### src/rtl/alu_mc_control.sv
// Multi-cycle MIPS-subset control FSM for the 32-bit ALU datapath.
// The state register holds all sequencing; outputs are decoded from the state.
module alu_mc_control #(
  parameter int CNT_W = 32
) (
  input  logic             clk,
  input  logic             reset,
  input  logic [5:0]       Op,
  input  logic [5:0]       Funct,
  input  logic             Zero,
  output logic [3:0]       ctrl,
  output logic             ALUSrcA,
  output logic [1:0]       ALUSrcB,
  output logic             PCWrite,
  output logic [1:0]       PCSource,
  output logic             IorD,
  output logic             MemRead,
  output logic             MemWrite,
  output logic             IRWrite,
  output logic             RegDst,
  output logic             MemtoReg,
  output logic             RegWrite,
  output logic             Illegal,
  output logic [3:0]       State,
  output logic [CNT_W-1:0] InstrCount
);

  typedef enum logic [3:0] {
    FETCH  = 4'd0,
    DECODE = 4'd1,
    MEMADR = 4'd2,
    MEMRD  = 4'd3,
    MEMWB  = 4'd4,
    MEMWR  = 4'd5,
    REXEC  = 4'd6,
    RWB    = 4'd7,
    BRANCH = 4'd8,
    ADDIEX = 4'd9,
    ADDIWB = 4'd10,
    JUMP   = 4'd11,
    ILL    = 4'd12
  } state_t;

  localparam logic [5:0] OP_R    = 6'h00;
  localparam logic [5:0] OP_LW   = 6'h23;
  localparam logic [5:0] OP_SW   = 6'h2B;
  localparam logic [5:0] OP_BEQ  = 6'h04;
  localparam logic [5:0] OP_BNE  = 6'h05;
  localparam logic [5:0] OP_ADDI = 6'h08;
  localparam logic [5:0] OP_J    = 6'h02;

  localparam logic [3:0] ALU_AND = 4'd0;
  localparam logic [3:0] ALU_OR  = 4'd1;
  localparam logic [3:0] ALU_ADD = 4'd2;
  localparam logic [3:0] ALU_SUB = 4'd6;
  localparam logic [3:0] ALU_SLT = 4'd7;

  state_t state;
  state_t next_state;
  logic   funct_ok;
  logic [3:0] funct_ctrl;
  logic   retire;

  always_comb begin
    funct_ok   = 1'b1;
    funct_ctrl = ALU_ADD;
    case (Funct)
      6'h20:   funct_ctrl = ALU_ADD;
      6'h22:   funct_ctrl = ALU_SUB;
      6'h24:   funct_ctrl = ALU_AND;
      6'h25:   funct_ctrl = ALU_OR;
      6'h2A:   funct_ctrl = ALU_SLT;
      default: funct_ok   = 1'b0;
    endcase
  end

  always_comb begin
    next_state = FETCH;
    case (state)
      FETCH: next_state = DECODE;
      DECODE: begin
        case (Op)
          OP_LW, OP_SW:   next_state = MEMADR;
          OP_R:           next_state = funct_ok ? REXEC : ILL;
          OP_BEQ, OP_BNE: next_state = BRANCH;
          OP_ADDI:        next_state = ADDIEX;
          OP_J:           next_state = JUMP;
          default:        next_state = ILL;
        endcase
      end
      // Op is held stable from DECODE; anything else here means a broken
      // instruction register, so just abandon the instruction.
      MEMADR: begin
        if (Op == OP_LW)      next_state = MEMRD;
        else if (Op == OP_SW) next_state = MEMWR;
        else                  next_state = FETCH;
      end
      MEMRD:   next_state = MEMWB;
      REXEC:   next_state = RWB;
      ADDIEX:  next_state = ADDIWB;
      default: next_state = FETCH;
    endcase
  end

  // An instruction retires on any return to FETCH, illegal ones included.
  assign retire = (state != FETCH) && (next_state == FETCH);

  always_ff @(posedge clk or posedge reset) begin
    if (reset) begin
      state      <= FETCH;
      InstrCount <= '0;
    end else begin
      state <= next_state;
      if (retire) InstrCount <= InstrCount + CNT_W'(1);
    end
  end

  assign State = state;

  always_comb begin
    ctrl     = ALU_AND;
    ALUSrcA  = 1'b0;
    ALUSrcB  = 2'd0;
    PCWrite  = 1'b0;
    PCSource = 2'd0;
    IorD     = 1'b0;
    MemRead  = 1'b0;
    MemWrite = 1'b0;
    IRWrite  = 1'b0;
    RegDst   = 1'b0;
    MemtoReg = 1'b0;
    RegWrite = 1'b0;
    Illegal  = 1'b0;
    case (state)
      FETCH: begin
        MemRead = 1'b1;
        IRWrite = 1'b1;
        ALUSrcB = 2'd1;
        ctrl    = ALU_ADD;
        PCWrite = 1'b1;
      end
      DECODE: begin
        ALUSrcB = 2'd3;
        ctrl    = ALU_ADD;
      end
      MEMADR, ADDIEX: begin
        ALUSrcA = 1'b1;
        ALUSrcB = 2'd2;
        ctrl    = ALU_ADD;
      end
      MEMRD: begin
        MemRead = 1'b1;
        IorD    = 1'b1;
      end
      MEMWB: begin
        RegWrite = 1'b1;
        MemtoReg = 1'b1;
      end
      MEMWR: begin
        MemWrite = 1'b1;
        IorD     = 1'b1;
      end
      REXEC: begin
        ALUSrcA = 1'b1;
        ctrl    = funct_ctrl;
      end
      RWB: begin
        RegWrite = 1'b1;
        RegDst   = 1'b1;
      end
      BRANCH: begin
        ALUSrcA  = 1'b1;
        ctrl     = ALU_SUB;
        PCSource = 2'd1;
        PCWrite  = ((Op == OP_BEQ) && Zero) || ((Op == OP_BNE) && !Zero);
      end
      ADDIWB:  RegWrite = 1'b1;
      JUMP: begin
        PCSource = 2'd2;
        PCWrite  = 1'b1;
      end
      ILL:     Illegal = 1'b1;
      default: ;
    endcase
  end

endmodule

### config.mk
export PLATFORM = sky130hd
export DESIGN_NAME = alu_mc_control
export DESIGN_NICKNAME = d
export VERILOG_FILES = /design/src/rtl/alu_mc_control.sv
export SDC_FILE = /design/constraint.sdc
export NUM_CORES = 1
export LEC_CHECK = 0
export ABC_AREA = 1
export ABC_CLOCK_PERIOD_IN_PS = 1750
export CAP_MARGIN = 20
export CORE_ASPECT_RATIO = 1.75
export CORE_MARGIN = 4
export CORE_UTILIZATION = 47
export DETAILED_ROUTE_END_ITERATION = 8
export PLACE_DENSITY = 0.79
export SYNTH_ARGS = -nofsm -noshare
export SYNTH_HDL_FRONTEND = slang
export SYNTH_SLANG_ARGS = --single-unit
export TNS_END_PERCENT = 1
### constraint.sdc
create_clock -name clk -period 1.75 [get_ports clk]
set_input_delay 0.175 -clock clk [delete_from_list [all_inputs] [get_ports clk]]
set_output_delay 0.175 -clock clk [all_outputs]
set_load 0.03 [all_outputs]
==> impl_metrics.ini <==
[final_layout]
layout-area-overhead-vs-synth_pct = 53.08
diodes = 0
drive_gt1_share_pct = 25.61
fin_cells = 607
nets = 546
final_cell_mix = 118 x nand2_1, 60 x buf_4, 52 x nand3_1
final_common_cell = nand2_1

[placement]
place.gp.congestion = 0.9414
dp_hpwl_um = 6929
port_buffers = 67
dp_cells = 586
post-place-ws_ns = -0.3625

[synthesis]
yosys_warnings = 0
synth_compound_area_share_pct = 2.818
yosysSeqAreaShare_pct = 33.82
avgSynthCellArea_um2 = 6.594
synth-adder-area-share_pct = 0.4697
yosysUniqueCellTypes = 32
synth-simple-area-share_pct = 45.19
syn-cell-area_um2 = 2664
synth_seq_cells = 36
syn-instance-count = 404
syn_nets = 420
synth_top_family_by_area = simple AND/OR/NAND/NOR gates
synthXorXnorAreaFrac_pct = 9.535
muxShareOfSynthArea_pct = 0

[power]
leakagePower_uw = 0.002053
p_per_area_nw_per_um2 = 907.5
ir_drop_mv = 0.9726

[clock_network]
path_clk_slew_ns = 0.07
cts_inserted_buffers = 5
h-tree-depth = 2
clockRootBuffer = clkbuf_8
clock_latency_ns = 0.29
clk_path_buf_depth = 2
numClockSinks = 36
cts_tree = done

[sta]
layout_setup_ws_ns = -0.1907
slew_violations = 0
timing.fmax_mhz = 515.3
min_period_ns = 1.941
finalCritPeriodShare_pct = 110.9
hold_slack_ns = 0.2972
setup_violations = 33
hold_viol = 0
fin_skew_ns = 0.005463
rsz0062_at_grt = true

[die]
core_area_um2 = 5540
initial_core_util_pct = 48.08
io_pins = 69
die-area_um2 = 6984
die_y_um = 107.6
fp-row-count = 36
die_w_um = 64.91

[drt]
wl_per_cell_um = 15.69
first_iter_violations = 164
antenna_left = 0
drcViolationCount = 0
firstDrtPassIters = 4
via_per_inst = 5.329
totalWireLength_um = 9521
vias = 3235

[worst_setup_path]
r2r_slack_ns = -0.19
cpMostUsedCell = nand2_1
crit_chain = inv_2 > nor2_4 > inv_4 > buf_6 > o21ai_4 > a31oi_1 > nand2_1 > nor2_4 > nand2_4 > clkbuf_16 > nand2_1 > nand2_1
critPathKind = flip-flop to flip-flop
slowest_stage = dfrtp_1
cp-start-kind = flip-flop
rr_worst_depth = 12
crit_arrival_ns = 2.12
critPathCaptureType = flip-flop
crit_required_ns = 1.92
cp.depth = 12
critPathBufInv = 4
path_delay_family = simple AND/OR/NAND/NOR gates
r2r_end = InstrCount[19]
slowest_delay_ns = 0.43
cp_max_fo = 8
r2r-start = State[3]

[flow_run]
max-cap-violations = 0

[outcome]
status = complete, but fails checks
violations = negative setup slack

[global_route]
grt_max_degree = 37
grtUsageTotal_pct = 27.15
antenna_found_initial = 0
gr-total-overflow = 0
grt_pass1_vias = 3194
grt_pass1_wl_um = 14800

[hold_path]
min_path_type = input pin to asynchronous set/reset pin
[layer usage]
layer | vias up | track usage [%] | share of wire (%) | wire length, um
met4 | 0 | 19.21 | 6.4 | 614
met5 | - | 0 | 0 | 0
met1 | 1542 | 26.97 | 34 | 3275
li1 | 1536 | - | - | -
met3 | 45 | 4.598 | 3.9 | 374
met2 | 112 | 49.38 | 55 | 5257
[kinds of logic after synthesis]
group,Yosys count
and+or+nand+nor,278
buffers and inverters,46
DFF,36
xor gates and xnor gates,29
AOI/OAI and AO/OA,13
adders and majority gates,1
other,1
[layout make-up]
class | instances | area (um^2)
multi-input cells | 322 | 1657
fillers | 430 | 1463
repair buffers | 129 | 1192
flip-flops and latches | 36 | 903.4
inverters | 36 | 137.6
well taps | 76 | 95.09
clock buffers | 6 | 82.58
clock inverters | 2 | 10.01
[what timing repair did]
action | 4_1_cts | 5_1_grt
endpoints found under the setup margin | 45 | 48
pin swaps | 0 | 10
gates cloned | 0 | 2
hold buffers | 0 | 0
buffers inserted | 0 | 11
resized for setup | 18 | 70
[how the worst max path moves through the flow]
| stage | start | endpoint | slack [ns] |
|---|---|---|---|
| 2_1_floorplan | State[3] | InstrCount[6] | -0.07 |
| 3_3_place_gp | Op[5] | InstrCount[20] | -0.24 |
| 3_5_place_dp | Op[5] | InstrCount[18] | -0.36 |
| 4_1_cts | State[0] | PCWrite | -0.19 |
| 5_1_grt | State[3] | InstrCount[19] | -0.37 |
| 6_report | State[3] | InstrCount[19] | -0.19 |
[flip-flops by register name, indices dropped and copies added (netlist names)]
| signal | count |
|---|---|
| InstrCount | 32 |
| State | 4 |
[Yosys cell counts, drive strengths merged]
cell type,count,area share (%)
a21oi,5,1.1
nor4,1,0.24
nor2,60,9.4
nand3b,2,0.56
nor3,19,3.8
inv,35,4.9
buf,10,3.0
and2,2,0.47
nand4,5,1.2
conb,1,0.14
xnor2,12,3.9
o221ai,1,0.33
o21ai,5,0.94
nor3b,1,0.28
nand3,52,9.8
xor2,17,5.6
clkinv,1,0.14
nand2,136,20
a31oi,1,0.24
ha,1,0.47
dfrtp,36,34
o22ai,1,0.24
[worst min-delay path, cell delays in order]
cell and delay (ns):
clkdlybuf4s50_1 0.40, inv_1 0.05, buf_4 0.40
[through the flow]
stage	instance area [um^2]	power (uW)	util [%]	TNS, ns
2_1_floorplan	2674	2060	-	-2.037
6_report	4078	3701	73.60	-4.659
3_5_place_dp	3759	2827	67.84	-11.39
3_3_place_gp	3759	2791	67.84	-7.475
5_1_grt	4078	3899	73.60	-10.79
4_1_cts	3845	3431	69.40	-4.807
[power by group]
group / internal (uW) / switching [uW] / total [uW] / leakage (uW)
Combinational: 878 / 1170 / 2050 / 0.00151
Sequential: 914 / 111 / 1030 / 0.000490
Clock: 314 / 309 / 623 / 0.0000510
Total: 2110 / 1590 / 3700 / 0.00205
Note: power is estimated with default switching activity, not from simulation.
